`src/rtl/sprite_pkg.sv`:
```
// Shared definitions for the sprite animator block.
//   COLOR_W        : RGB colour width (4:4:4)
//   CNT_W          : width of the VGA hCount/vCount counters
//   IDX_W          : width of the animation frame index
//   TRANSP_DEFAULT : default colour key treated as transparent
//   anim_state_e   : frame sequencer state encoding
//   pix_sb_t       : per-pixel sideband carried alongside the ROM read
package sprite_pkg;

    localparam int COLOR_W = 12;
    localparam int CNT_W   = 10;
    localparam int IDX_W   = 4;

    localparam logic [COLOR_W-1:0] TRANSP_DEFAULT = 12'hFFF;

    typedef enum logic [1:0] {
        IDLE = 2'd0,
        PLAY = 2'd1,
        DONE = 2'd2
    } anim_state_e;

    typedef struct packed {
        logic               on;
        logic               bright;
        logic [COLOR_W-1:0] bg;
    } pix_sb_t;

endpackage

```
`src/rtl/sprite_anim_seq.sv`:
```
// Frame sequencer: chooses which stored animation frame is displayed.
// Ports:
//   clk, rst_n     : pixel clock, asynchronous active-low reset
//   frame_tick_i   : one-cycle pulse per video frame; the only event that advances frames
//   anim_start_i   : restart at frame 0 (latches anim_loop_i)
//   anim_loop_i    : 1 = wrap after last frame, 0 = stop in DONE
//   anim_stop_i    : return to IDLE and freeze the current frame (wins over start)
//   frame_idx_o    : frame currently displayed
//   busy_o         : high while in PLAY
//   state_o        : current sequencer state, for observation
// All control inputs are single-cycle strobes sampled on the rising clock edge;
// there is no valid/ready handshake on this block.
module sprite_anim_seq
    import sprite_pkg::*;
#(
    parameter int FRAMES     = 4,
    parameter int HOLD_TICKS = 8
) (
    input  logic             clk,
    input  logic             rst_n,
    input  logic             frame_tick_i,
    input  logic             anim_start_i,
    input  logic             anim_loop_i,
    input  logic             anim_stop_i,
    output logic [IDX_W-1:0] frame_idx_o,
    output logic             busy_o,
    output anim_state_e      state_o
);

    localparam int HOLD_W = (HOLD_TICKS > 1) ? $clog2(HOLD_TICKS) : 1;
    localparam logic [HOLD_W-1:0] HOLD_LAST = HOLD_W'(HOLD_TICKS - 1);
    localparam logic [IDX_W-1:0]  IDX_LAST  = IDX_W'(FRAMES - 1);

    anim_state_e       state_q, state_d;
    logic [IDX_W-1:0]  idx_q,   idx_d;
    logic [HOLD_W-1:0] hold_q,  hold_d;
    logic              loop_q,  loop_d;

    always_ff @(posedge clk or negedge rst_n) begin
        if (!rst_n) begin
            state_q <= IDLE;
            idx_q   <= '0;
            hold_q  <= '0;
            loop_q  <= 1'b0;
        end else begin
            state_q <= state_d;
            idx_q   <= idx_d;
            hold_q  <= hold_d;
            loop_q  <= loop_d;
        end
    end

    always_comb begin
        state_d = state_q;
        idx_d   = idx_q;
        hold_d  = hold_q;
        loop_d  = loop_q;

        if (anim_stop_i) begin
            // Stop has priority over a simultaneous start; frame index is frozen.
            state_d = IDLE;
        end else if (anim_start_i) begin
            state_d = PLAY;
            idx_d   = '0;
            hold_d  = '0;
            loop_d  = anim_loop_i;
        end else if (state_q == PLAY && frame_tick_i) begin
            if (hold_q == HOLD_LAST) begin
                hold_d = '0;
                if (idx_q < IDX_LAST) begin
                    idx_d = idx_q + 1'b1;
                end else if (loop_q) begin
                    idx_d = '0;
                end else begin
                    // One-shot: park on the last frame.
                    state_d = DONE;
                end
            end else begin
                hold_d = hold_q + 1'b1;
            end
        end
    end

    assign frame_idx_o = idx_q;
    assign busy_o      = (state_q == PLAY);
    assign state_o     = state_q;

endmodule

```
`src/rtl/sprite_animator.sv`:
```
// Animated sprite layer: overlays one WxH sprite, fetched from an external
// synchronous multi-frame ROM, onto the incoming background at a movable position.
// Ports:
//   clk, rst_n             : pixel clock, asynchronous active-low reset
//   bright, hCount, vCount : VGA display-area flag and current pixel coordinates
//   background             : colour of the layer underneath, aligned with hCount/vCount
//   frame_tick             : one-cycle pulse per video frame
//   pos_load, pos_x, pos_y : write a new sprite position into the shadow register
//   anim_start/loop/stop   : animation control strobes
//   rom_addr / rom_data    : ROM read port; data returns ROM_LAT cycles after rom_addr
//   rgb, sprite_hit        : output pixel and opaque-sprite flag, ROM_LAT+1 cycles after input
//   frame_idx, busy        : frame being shown, sequencer playing
//   seq_state              : sequencer state, for observation
module sprite_animator
    import sprite_pkg::*;
#(
    parameter int                 W          = 45,
    parameter int                 H          = 45,
    parameter int                 FRAMES     = 4,
    parameter int                 HOLD_TICKS = 8,
    parameter int                 ROM_LAT    = 1,
    parameter logic [COLOR_W-1:0] TRANSP     = TRANSP_DEFAULT,
    parameter int                 X0         = 228,
    parameter int                 Y0         = 160,
    localparam int                ADDR_W     = (FRAMES * W * H > 1) ? $clog2(FRAMES * W * H) : 1
) (
    input  logic               clk,
    input  logic               rst_n,
    input  logic               bright,
    input  logic [CNT_W-1:0]   hCount,
    input  logic [CNT_W-1:0]   vCount,
    input  logic [COLOR_W-1:0] background,
    input  logic               frame_tick,
    input  logic               pos_load,
    input  logic [CNT_W-1:0]   pos_x,
    input  logic [CNT_W-1:0]   pos_y,
    input  logic               anim_start,
    input  logic               anim_loop,
    input  logic               anim_stop,
    output logic [ADDR_W-1:0]  rom_addr,
    input  logic [COLOR_W-1:0] rom_data,
    output logic [COLOR_W-1:0] rgb,
    output logic               sprite_hit,
    output logic [IDX_W-1:0]   frame_idx,
    output logic               busy,
    output anim_state_e        seq_state
);

    localparam int FRAME_SZ = W * H;

    // ---------------- position registers ----------------
    // pos_load only updates the shadow copy; the live copy follows on frame_tick
    // so the sprite never moves part-way through a frame.
    logic [CNT_W-1:0] shadow_x_q, shadow_x_d, shadow_y_q, shadow_y_d;
    logic [CNT_W-1:0] xpos_q, xpos_d, ypos_q, ypos_d;

    always_comb begin
        shadow_x_d = pos_load ? pos_x : shadow_x_q;
        shadow_y_d = pos_load ? pos_y : shadow_y_q;
        xpos_d     = frame_tick ? shadow_x_d : xpos_q;
        ypos_d     = frame_tick ? shadow_y_d : ypos_q;
    end

    // ---------------- frame sequencer ----------------
    sprite_anim_seq #(
        .FRAMES     (FRAMES),
        .HOLD_TICKS (HOLD_TICKS)
    ) u_seq (
        .clk          (clk),
        .rst_n        (rst_n),
        .frame_tick_i (frame_tick),
        .anim_start_i (anim_start),
        .anim_loop_i  (anim_loop),
        .anim_stop_i  (anim_stop),
        .frame_idx_o  (frame_idx),
        .busy_o       (busy),
        .state_o      (seq_state)
    );

    // ---------------- cycle 0: hit test and address ----------------
    // One extra bit so a sprite crossing column/row 1023 does not wrap to 0.
    logic [CNT_W:0]      h_ext, v_ext, x_ext, y_ext, col, row;
    logic                on_x, on_y, on_c;
    logic [ADDR_W-1:0]   base, offs, rom_addr_d, rom_addr_q;
    pix_sb_t             sb_d;

    assign h_ext = {1'b0, hCount};
    assign v_ext = {1'b0, vCount};
    assign x_ext = {1'b0, xpos_q};
    assign y_ext = {1'b0, ypos_q};
    assign col   = h_ext - x_ext;
    assign row   = v_ext - y_ext;
    assign on_x  = (h_ext >= x_ext) && (h_ext < x_ext + (CNT_W + 1)'(W));
    assign on_y  = (v_ext >= y_ext) && (v_ext < y_ext + (CNT_W + 1)'(H));
    assign on_c  = on_x && on_y;

    // Off-sprite pixels still point at the frame base so the ROM sees a legal address.
    assign base       = ADDR_W'(int'(frame_idx) * FRAME_SZ);
    assign offs       = on_c ? ADDR_W'(int'(row) * W + int'(col)) : '0;
    assign rom_addr_d = base + offs;

    assign sb_d.on     = on_c;
    assign sb_d.bright = bright;
    assign sb_d.bg     = background;

    // ---------------- sideband delay and output stage ----------------
    // sb_q[0] is loaded with rom_addr; sb_q[ROM_LAT] lines up with rom_data.
    pix_sb_t            sb_q [0:ROM_LAT];
    pix_sb_t            sb_last;
    logic [COLOR_W-1:0] rgb_q, rgb_d;
    logic               hit_q, hit_d;

    assign sb_last = sb_q[ROM_LAT];

    always_comb begin
        rgb_d = '0;
        hit_d = 1'b0;
        if (!sb_last.bright) begin
            rgb_d = '0;
        end else if (sb_last.on && rom_data != TRANSP) begin
            rgb_d = rom_data;
            hit_d = 1'b1;
        end else begin
            rgb_d = sb_last.bg;
        end
    end

    always_ff @(posedge clk or negedge rst_n) begin
        if (!rst_n) begin
            shadow_x_q <= CNT_W'(X0);
            shadow_y_q <= CNT_W'(Y0);
            xpos_q     <= CNT_W'(X0);
            ypos_q     <= CNT_W'(Y0);
            rom_addr_q <= '0;
            for (int i = 0; i <= ROM_LAT; i++) begin
                sb_q[i] <= '0;
            end
            rgb_q      <= '0;
            hit_q      <= 1'b0;
        end else begin
            shadow_x_q <= shadow_x_d;
            shadow_y_q <= shadow_y_d;
            xpos_q     <= xpos_d;
            ypos_q     <= ypos_d;
            rom_addr_q <= rom_addr_d;
            sb_q[0]    <= sb_d;
            for (int i = 1; i <= ROM_LAT; i++) begin
                sb_q[i] <= sb_q[i-1];
            end
            rgb_q      <= rgb_d;
            hit_q      <= hit_d;
        end
    end

    assign rom_addr   = rom_addr_q;
    assign rgb        = rgb_q;
    assign sprite_hit = hit_q;

endmodule

```
`config.mk`:
```
export PLATFORM = sky130hd
export DESIGN_NAME = sprite_animator
export DESIGN_NICKNAME = d
export VERILOG_FILES = /design/src/rtl/sprite_pkg.sv /design/src/rtl/sprite_anim_seq.sv /design/src/rtl/sprite_animator.sv
export SDC_FILE = /design/constraint.sdc
export NUM_CORES = 1
export LEC_CHECK = 0
export CAP_MARGIN = 20
export CORE_MARGIN = 2
export CORE_UTILIZATION = 38
export DETAILED_ROUTE_END_ITERATION = 8
export GPL_ROUTABILITY_DRIVEN = 0
export SLEW_MARGIN = 5
export SYNTH_ARGS = -nofsm -noshare
export SYNTH_HDL_FRONTEND = slang
export SYNTH_HIERARCHICAL = 1
export SYNTH_SLANG_ARGS = --single-unit
```
`constraint.sdc`:
```
create_clock -name clk -period 6.3 [get_ports clk]
set_clock_uncertainty 0.05 [all_clocks]
set_input_delay 1.26 -clock clk [delete_from_list [all_inputs] [get_ports clk]]
set_output_delay 1.26 -clock clk [all_outputs]
set_load 0.02 [all_outputs]
```
==> results.json, run 1 <==
{
  "io_pins": 105,
  "cp-start-kind": "input port",
  "worst_pin_slew_ns": 0.9623,
  "internal_power_w": 0.003765,
  "p_leak_nw": 5.050,
  "tns_ns": -2.240,
  "hold_depth": 0,
  "cp_max_fo": 4,
  "ys.flop_type": "dfrtp_1",
  "area_growth_syn_to_layout_pct": 40.99,
  "yosysSeqAreaShare_pct": 35.02,
  "synth_compound_area_share_pct": 12.17,
  "synth_top_family_by_area": "adder cells",
  "drive_above_1_share_pct": 26.55,
  "die-area_mm2": 0.02081,
  "synth_edf_count": 0,
  "holdBufCountCts": 0,
  "cp-startpoint": "vCount[1]",
  "synth.top_cells.by_area": "dfrtp_1 (31%), ha_1 (16%), fa_1 (9.6%)",
  "hold_violations": 0,
  "combinationalPowerShare_pct": 78.7,
  "swShare_pct": 41.52,
  "rr_endpoint": "rom_addr[12]$_DFF_PN0_",
  "port-buffer-count": 104,
  "final_antenna_net_count": 0,
  "slew_headroom_pct": 35.65,
  "power_frac_clock_pct": 9.4,
  "ys_ff_latch": 104,
  "grt_pass1_wl_um": 27280,
  "cts_tree": "done",
  "register_area_mm2": 0.002618,
  "grt_remaining_overflow": 0,
  "num_vias": 5721,
  "setup_viol": 5,
  "insertion_delay_ns": 0.36,
  "seqPwrFrac_pct": 11.9,
  "r2r_cells": 28,
  "path_class": "in2reg",
  "crit_path_end": "rom_addr[12]$_DFF_PN0_",
  "hpwl_um": 12950,
  "vias_per_cell": 4.713,
  "wire_per_inst_um": 13.76,
  "fin_crit_ns": 6.883,
  "cts_buffers": 9,
  "grt_pass1_vias": 5781,
  "multiInputGateArea_mm2": 0.004900,
  "worst-endpoint-arrival_ns": 7.13,
  "design.core.area_mm2": 0.01940,
  "dr.pass1.iters": 4,
  "slowest_delay_ns": 0.55,
  "worstPathRequired_ns": 6.55,
  "synthSimpleGateAreaFrac_pct": 10.56,
  "synth_fp_nets": 923,
  "critPathSlowestCell": "fa_1",
  "yosysTopAreaCellShare_pct": 30.80,
  "p_sw_w": 0.002673,
  "fmax_ghz": 0.1453,
  "clkTransAtPathRegs_ns": 0.10,
  "grt_usage_pct": 16.66,
  "num_rows": 51,
  "rrSetupSlack_ns": -0.06,
  "grt_max_degree": 58,
  "final_core_utilization_pct": 54.33,
  "nets": 1149,
  "synthMuxAreaShare_pct": 5.189,
  "maxCapViolations": 0,
  "ys_warn_count": 6,
  "wirelength_um": 16700,
  "path_common_cell": "ha_4",
  "fillCellCount": 1768,
  "start_util_pct": 38.53,
  "drc_errors": 0,
  "die_y_um": 144.3,
  "async_reset_ff_share_pct": 100.0,
  "yosysTopAreaCell": "dfrtp_1",
  "die_w_um": 144.3,
  "grt_setup_unrepaired": "yes",
  "irDropWorstVdd_mv": 0.7179,
  "status": "complete, but fails checks",
  "synth_xor_area_share_pct": 5.691,
  "root_buffer": "clkbuf_16",
  "syn_area_per_cell_um2": 10.41,
  "antenna_found_initial": 0,
  "synth_fa_ha_area_share_pct": 25.88,
  "cts_sinks": 104,
  "timing.rr.start": "ypos_q[1]$_DFFE_PN0P_",
  "synth_cells": 718,
  "hold_class": "reg2reg",
  "synth_area_mm2": 0.007475,
  "powerDensity_mw_per_mm2": 610.8,
  "period_share_pct": 109.2,
  "drt_iter0_drc": 147,
  "htreeDepth": 3,
  "n_antenna_cell": 0,
  "worstSetupEndpointType": "flip-flop",
  "yosysUniqueCellTypes": 64,
  "slew_violations": 0,
  "fin_ws_ns": -0.5827,
  "cts_max_path_buffers": 2,
  "violations": "negative setup slack"
}
-- cell usage after synthesis, drive strengths merged (12+ instances only) --
| library cell | count |
|---|---|
| a21o | 12 |
| a21oi | 34 |
| dfrtp | 92 |
| dfstp | 12 |
| fa | 36 |
| ha | 97 |
| inv | 100 |
| mux2 | 22 |
| mux2i | 14 |
| nand2 | 36 |
| nor2 | 46 |
| nor3 | 14 |
| o21ai | 44 |
| xnor2 | 36 |
-- worst min-delay path by stage --
stage                                 end          startpoint  slack (ns)
CTS                  sb_last[5]$_DFF_PN0_  sb_q[19]$_DFF_PN0_        0.30
floorplan            sb_last[0]$_DFF_PN0_  sb_q[14]$_DFF_PN0_        0.28
finish              sb_last[13]$_DFF_PN0_  sb_q[27]$_DFF_PN0_        0.30
global route        sb_last[13]$_DFF_PN0_  sb_q[27]$_DFF_PN0_        0.31
global placement     sb_last[3]$_DFF_PN0_  sb_q[17]$_DFF_PN0_        0.28
detailed placement  sb_last[11]$_DFF_PN0_  sb_q[25]$_DFF_PN0_        0.28
-- per-layer routing --
layer  up-vias  wire length, um  share of wire (%)  track usage (%)
met2        92             8113                 49            28.55
met4         0              191                1.1            3.781
li1       2902                -                  -                -
met1      2710             7710                 46            21.88
met5         -                0                  0                0
met3        17              689                4.1            3.311
-- what timing repair did --
item                       4_1_cts  5_1_grt
gates resized for setup         66       19
setup endpoints to repair        9        7
setup buffers                    8        5
pin swaps                       56       28
-- cell type report --
class                   instances  share of cell area [%]
multi-input cells             505                   46.49
flip-flops and latches        104                   24.84
repair buffers                224                   18.79
inverters                     100                   3.704
well taps                     265                   3.146
clock buffers                   9                   2.137
clock inverters                 7                  0.8904
-- per-stage QoR --
step / power [W] / worst slack (ns) / area, um^2 / instances / hold WS [ns]
finish: 0.006437 / -0.5827 / 10540 / 1214 / 0.2975
global route: 0.007094 / -0.8892 / 10540 / 1214 / 0.3071
CTS: 0.006268 / -0.7233 / 10420 / 1210 / 0.3022
detailed placement: 0.005015 / -1.671 / 9766 / 1186 / 0.2847
global placement: 0.004961 / -1.615 / 9766 / 1186 / 0.2819
floorplan: 0.003703 / -0.8469 / 7615 / 718 / 0.2812
-- worst max-delay path, delay by kind of cell --
kind                     cells  cell delay, ns
AO/OA/AOI/OAI                8            1.60
adder cells (fa/ha/maj)      8            2.74
AND/OR/NAND/NOR              5            0.65
buffers and inverters        4            0.39
XOR/XNOR                     3            0.48
-- cells in the final DEF (no fill, tap or decap), types with 4 or more instances in the layout --
master,count
a21o_1,11
a21oi_1,29
and2_1,6
buf_4,110
buf_6,11
clkbuf_16,9
clkdlybuf4s50_1,97
dfrtp_1,92
dfstp_2,12
dlygate4sd2_1,4
fa_1,35
ha_1,79
ha_4,18
inv_1,88
inv_2,10
mux2_2,22
mux2i_1,14
nand2_1,36
nand2b_1,4
nand3_1,4
nand3b_1,4
nand4_1,7
nor2_1,41
nor2_2,5
nor2b_1,7
nor3_1,13
o21a_1,7
o21ai_0,36
o21ai_1,4
o21bai_1,5
xnor2_1,30
xnor2_2,5
xor2_1,10
-- cells by family after synthesis --
group | Yosys count
DFF | 104
AOI/OAI and AO/OA | 138
xor gates and xnor gates | 47
muxes | 36
adders and majority gates | 133
and+or+nand+nor | 151
buffers and inverters | 109
-- sequential cells by signal, indices dropped and copies added (netlist names) --
name               count
sb_q                  14
u_seq/hold_q           3
sprite_hit             1
rgb                   12
xpos_q                10
sb_last               14
shadow_x_q            10
u_seq/loop_q           1
u_seq/frame_idx_o      4
u_seq/state_o          2
shadow_y_q            10
rom_addr              13
ypos_q                10
-- power groups by stage --
stage               combinational [W]  clock [W]  sequential (W)
floorplan                     0.00290          0        0.000804
global placement              0.00418          0        0.000779
detailed placement            0.00424          0        0.000779
CTS                           0.00488   0.000624        0.000767
global route                  0.00567   0.000648        0.000775
finish                        0.00507   0.000603        0.000767
No activity file was read; power rests on OpenSTA's default activity.
==> inputs of run 2 (changes only) <==
SLEW_MARGIN = 20   (was 5)
==> results of run 2 <==
Final layout, timing and power as in run 1 (identical DEF).
==> inputs of run 3 (changes only) <==
CTS_CLUSTER_DIAMETER = 100   (was default)
==> results of run 3 <==
Final layout, timing and power as in run 1 (identical DEF).
